$ cat config.mk
export PLATFORM = sky130hd
export DESIGN_NAME = sort3_stream
export DESIGN_NICKNAME = d
export VERILOG_FILES = /design/src/rtl/sort3_stream.sv
export SDC_FILE = /design/constraint.sdc
export NUM_CORES = 1
export LEC_CHECK = 0
export ABC_AREA = 1
export CAP_MARGIN = 10
export CORE_ASPECT_RATIO = 1.2
export CORE_MARGIN = 2
export CORE_UTILIZATION = 50
export DETAILED_ROUTE_END_ITERATION = 6
export PLACE_DENSITY = 0.79
export RECOVER_POWER = 25
export SETUP_SLACK_MARGIN = 0.02
export SLEW_MARGIN = 30
export SYNTH_ARGS = -nofsm -noshare
export SYNTH_HDL_FRONTEND = slang
export SYNTH_SLANG_ARGS = --single-unit
$ cat constraint.sdc
create_clock -name clk -period 2 [get_ports clk]
set_input_delay 0.2 -clock clk [delete_from_list [all_inputs] [get_ports clk]]
set_output_delay 0.2 -clock clk [all_outputs]
set_load 0.01 [all_outputs]
$ cat src/rtl/sort3_stream.sv
// Three-operand stable sorter with a valid/ready stream output.
// A triple is captured in IDLE, ordered in SORT, and emitted one element per handshake in EMIT.
module sort3_stream #(
    parameter int W       = 8,
    parameter bit DESCEND = 1'b0
) (
    input  logic         clk,
    input  logic         rst,
    input  logic         in_valid,
    output logic         in_ready,
    input  logic [W-1:0] a,
    input  logic [W-1:0] b,
    input  logic [W-1:0] c,
    output logic         out_valid,
    input  logic         out_ready,
    output logic [W-1:0] out_data,
    output logic [1:0]   out_src,
    output logic         out_last,
    output logic [1:0]   o_dbg_state
);

    // Handshake: a transfer happens on a rising edge where valid and ready are both 1;
    // valid never waits for ready, and payload is held while valid=1 and ready=0.
    typedef enum logic [1:0] {
        IDLE = 2'd0,
        SORT = 2'd1,
        EMIT = 2'd2
    } state_t;

    state_t       r_state;
    state_t       w_next;
    logic [W-1:0] r_a;
    logic [W-1:0] r_b;
    logic [W-1:0] r_c;
    logic [1:0]   r_k;
    logic [W-1:0] r_val [3];
    logic [1:0]   r_src [3];

    logic         w_ab;
    logic         w_ac;
    logic         w_bc;
    logic [1:0]   w_rank_a;
    logic [1:0]   w_rank_b;
    logic [1:0]   w_rank_c;
    logic [W-1:0] w_val [3];
    logic [1:0]   w_src [3];

    // w_xy = 1 when x is emitted before y; "or equal" keeps the lower source first on ties.
    always_comb begin
        if (DESCEND) begin
            w_ab = (r_a >= r_b);
            w_ac = (r_a >= r_c);
            w_bc = (r_b >= r_c);
        end else begin
            w_ab = (r_a <= r_b);
            w_ac = (r_a <= r_c);
            w_bc = (r_b <= r_c);
        end
    end

    assign w_rank_a = {1'b0, ~w_ab} + {1'b0, ~w_ac};
    assign w_rank_b = {1'b0, w_ab} + {1'b0, ~w_bc};
    assign w_rank_c = {1'b0, w_ac} + {1'b0, w_bc};

    always_comb begin
        for (int i = 0; i < 3; i++) begin
            w_val[i] = '0;
            w_src[i] = 2'd0;
        end
        w_val[w_rank_a] = r_a;
        w_src[w_rank_a] = 2'd0;
        w_val[w_rank_b] = r_b;
        w_src[w_rank_b] = 2'd1;
        w_val[w_rank_c] = r_c;
        w_src[w_rank_c] = 2'd2;
    end

    always_comb begin
        w_next = r_state;
        case (r_state)
            IDLE:    if (in_valid) w_next = SORT;
            SORT:    w_next = EMIT;
            EMIT:    if (out_ready && (r_k == 2'd2)) w_next = IDLE;
            default: w_next = IDLE;
        endcase
    end

    always_ff @(posedge clk) begin
        if (rst) begin
            r_state <= IDLE;
            r_k     <= 2'd0;
            r_a     <= '0;
            r_b     <= '0;
            r_c     <= '0;
            for (int i = 0; i < 3; i++) begin
                r_val[i] <= '0;
                r_src[i] <= 2'd0;
            end
        end else begin
            r_state <= w_next;
            if ((r_state == IDLE) && in_valid) begin
                r_a <= a;
                r_b <= b;
                r_c <= c;
            end
            if (r_state == SORT) begin
                r_k <= 2'd0;
                for (int i = 0; i < 3; i++) begin
                    r_val[i] <= w_val[i];
                    r_src[i] <= w_src[i];
                end
            end
            if ((r_state == EMIT) && out_ready) begin
                r_k <= (r_k == 2'd2) ? 2'd0 : r_k + 2'd1;
            end
        end
    end

    assign in_ready    = (r_state == IDLE);
    assign out_valid   = (r_state == EMIT);
    assign out_data    = r_val[r_k];
    assign out_src     = r_src[r_k];
    assign out_last    = out_valid && (r_k == 2'd2);
    assign o_dbg_state = r_state;

endmodule

==> metrics.md <==
| Metric | Value |
|---|---|
| Vias in the first global route | 3789 |
| Synthesized area per cell | between 8 and 9 um^2 |
| Reg clk slew, reported paths | ~70 ps |
| Flop2flop setup slack | -660 ps |
| Slew @ Worst Pin | roughly 800 ps |
| Root buf cell | clkbuf_8 |
| DRC | 0 |
| Slew margin rel. | 0.4666 |
| Crit-path max FO | 8 |
| Min-delay src | a[1] |
| Setup Skew | around 10 ps |
| Via count | ~4200 |
| Worst hold slack | around 450 ps |
| Die X | just over 80 um |
| Seq/Total Area, Yosys | 0.4034 |
| Starting Density | 0.5147 |
| Adder-cell share of the synthesized area | 0.1008 |
| Pin count of the biggest net entering global routing | 32 |
| Final setup viols | 30 |
| CP Launch Point | r_c[7] |
| Hold Path End | r_a[1] |
| Htree depth | 3 |
| #FFs+latches synth | 60 |
| HP Class | in2reg |
| Fin area | approximately 0.0057 mm^2 |
| Crit path time final | around 2700 ps |
| Fin crit share | 1.330 |
| Hold Fails Final Rpt | 0 |
| Combinational family with the most area after synthesis | compound AO/OA/AOI/OAI gates |
| Max-cap violations | 0 |
| Compound-gate portion of the synthesized area | 0.2339 |
| Drt first pass iters | 7 |
| Nets | roughly 610 |
| Fin. max-slew vios | 0 |
| DR WL/cell | approximately 23 um |
| Area growth from synthesis to layout | 52.07% |
| Routability cong. | around 0.9 |
| CTS tree | yes |
| Hold buffers post-CTS | 0 |
| Vias per cell | between 6 and 7 |
| Maximum VDD drop | ~0.85 mV |
| Post-Synth XOR/XNOR Area | 0 |
| I/O pin count | between 40 and 50 |
| Worst Path Required | about 2100 ps |
| Total gr overflow | 0 |
| Cts bufs inserted | 9 |
| Netlist cell types | 28 |
| Hold Path Depth | 3 |
| Worst R2R Path Depth | 13 |
| Syn nets | 512 |
| Final ANT Viol Nets | 0 |
| Post-Syn Area | about 0.0037 mm^2 |
| Setup CP Type | reg2reg |
| Yosys warnings | 0 |
| Share of cells above drive strength 1 | 0.4724 |
| Violated checks | negative setup slack |
| 1st-iter DRT viols | between 700 and 800 |
| Post-DP HPWL | between 6 and 7 mm |
| All-Layer GR Usage | 0.2940 |
| First-pass GRT wire length | around 18 mm |
| Die H | 98.52 um |
| R2R Path End | r_val[1][4] |
| DP Area | ~0.0045 mm^2 |
| Simple-Gate Fraction of Synth Area | 0.1435 |
| Fillers | between 400 and 500 |
| Deepest clock path buffer count | 2 |
| Instance count of the mapped netlist | between 400 and 500 |
| Core Region | roughly 0.0072 mm^2 |
| Worst-Skew Late Latency | 350 ps |
| Overall Power | roughly 6 mW |
| Clk sinks | 60 |
| Critical Path Source Type | register |
| Port bufs | 42 |
| Pwr Density | between 1000 and 1500 mW/mm^2 |
| Post-Route WL | between 15 and 20 mm |
| Initial antenna violation count | 0 |
| Max Fclk | about 380 MHz |
| Crit. End Element | register |
| Run status | finished with violations |
| DIE AREA | roughly 0.008 mm^2 |
| Row cnt | 34 |
| FF-to-FF Start | r_c[7] |
| RSZ-0062 raised after global routing | yes |
| Crit path DAT | about 2800 ps |
| Leak Pwr | 2.409 nW |
| Final setup margin | -660.7 ps |
| Diodes inserted | 0 |
| Mux contribution to synthesized area | 0 |
[cells in the mapped netlist, drive strengths merged]
master / number / area, um^2
a21o: 3 / 22.52
a21oi: 72 / 416.7
buf: 17 / 153.9
clkbuf: 7 / 31.28
clkinv: 2 / 7.510
dfxtp: 30 / 600.6
edfxtp: 30 / 900.9
ha: 30 / 375.4
inv: 66 / 247.7
nand2: 47 / 183.9
nand3: 28 / 152.7
nand4: 3 / 18.77
nor2: 39 / 153.9
nor3: 5 / 25.02
o21ai: 75 / 431.7
[logic make-up (layout without fill, tap and decap cells)]
logic type | Yosys count | after routing
adder cells (fa/ha/maj) | 30 | 30
AO/OA/AOI/OAI | 150 | 150
buffers and inverters | 92 | 199
flip-flops | 60 | 60
AND/OR/NAND/NOR | 122 | 122
[power breakdown]
part	leakage, nW	internal [mW]	switching (mW)
sequential	0.573	1.42	0.0947
clock	0.113	0.729	0.491
combinational	1.72	1.36	1.84
total	2.41	3.51	2.43
[layout make-up]
type                    count  area, um^2  area share
clock buffers              11       141.4     0.02498
clock inverters             5       75.07     0.01326
inverters                  68       296.5     0.05239
multi-input cells         302        2421      0.4277
flip-flops and latches     60        1541      0.2723
well taps                  90       112.6     0.01989
repair buffers            110        1036      0.1830
repair inverters            5       36.28    0.006410
[per-layer routing]
layer / global-route usage / vias up / part of all wire
li1: - / 1744 / -
met1: 0.3264 / 1911 / 0.32
met2: 0.4888 / 390 / 0.47
met3: 0.05678 / 171 / 0.11
met4: 0.2106 / 0 / 0.11
met5: 0 / - / 0
[flip-flops by register name, indices dropped and copies added, names as in the netlist, named ones only]
| register | flops |
|---|---|
| r_src | 6 |
| r_a | 8 |
| o_dbg_state | 2 |
| r_k | 2 |
| r_val | 24 |
| r_c | 8 |
| r_b | 8 |
[critical path: stages (launching register included)]
cell and delay (ps):
dfxtp_2 330, inv_2 70, ha_4 280, nand2_2 80
nor2_1 180, nor2_2 110, nand2_4 100, nand2_4 70
ha_4 300, clkinvlp_4 250, nand3_2 180, o21ai_2 70
o21ai_1 270, inv_1 100
[cells in the final DEF, fill, tap and decap left out, drive strengths merged, types with 28 or more instances in the layout]
cell,n
nand2,47
inv,66
nor2,39
ha,30
nand3,28
o21ai,75
clkdlybuf4s50,40
dfxtp,30
buf,66
a21oi,72
edfxtp,30
[how the worst max path moves through the flow]
stage,cells past startpoint,to
floorplan,11,r_val[1][0]
global placement,14,r_val[1][1]
detailed placement,10,r_val[1][1]
CTS,14,r_val[1][5]
global route,15,r_val[1][4]
finish,13,r_val[1][4]
[stage by stage]
stage            util  TNS [ps]  instances  setup slack [ps]
2_1_floorplan       -    -33.33        454            -4.784
3_3_place_gp   0.6230     -3977        610            -203.0
3_5_place_dp   0.6230     -5839        610            -254.1
4_1_cts        0.7204     -3410        639            -234.2
5_1_grt        0.7827    -14110        651            -625.0
6_report       0.7827    -12100        651            -660.7
[repair_timing]
item                                    CTS  global route
endpoints found under the setup margin   30            40
resized for setup                        93           120
pin swaps                                25            45
buffers inserted                         10            12
cloned                                    3             4
Note: power is estimated with default switching activity, not from simulation.
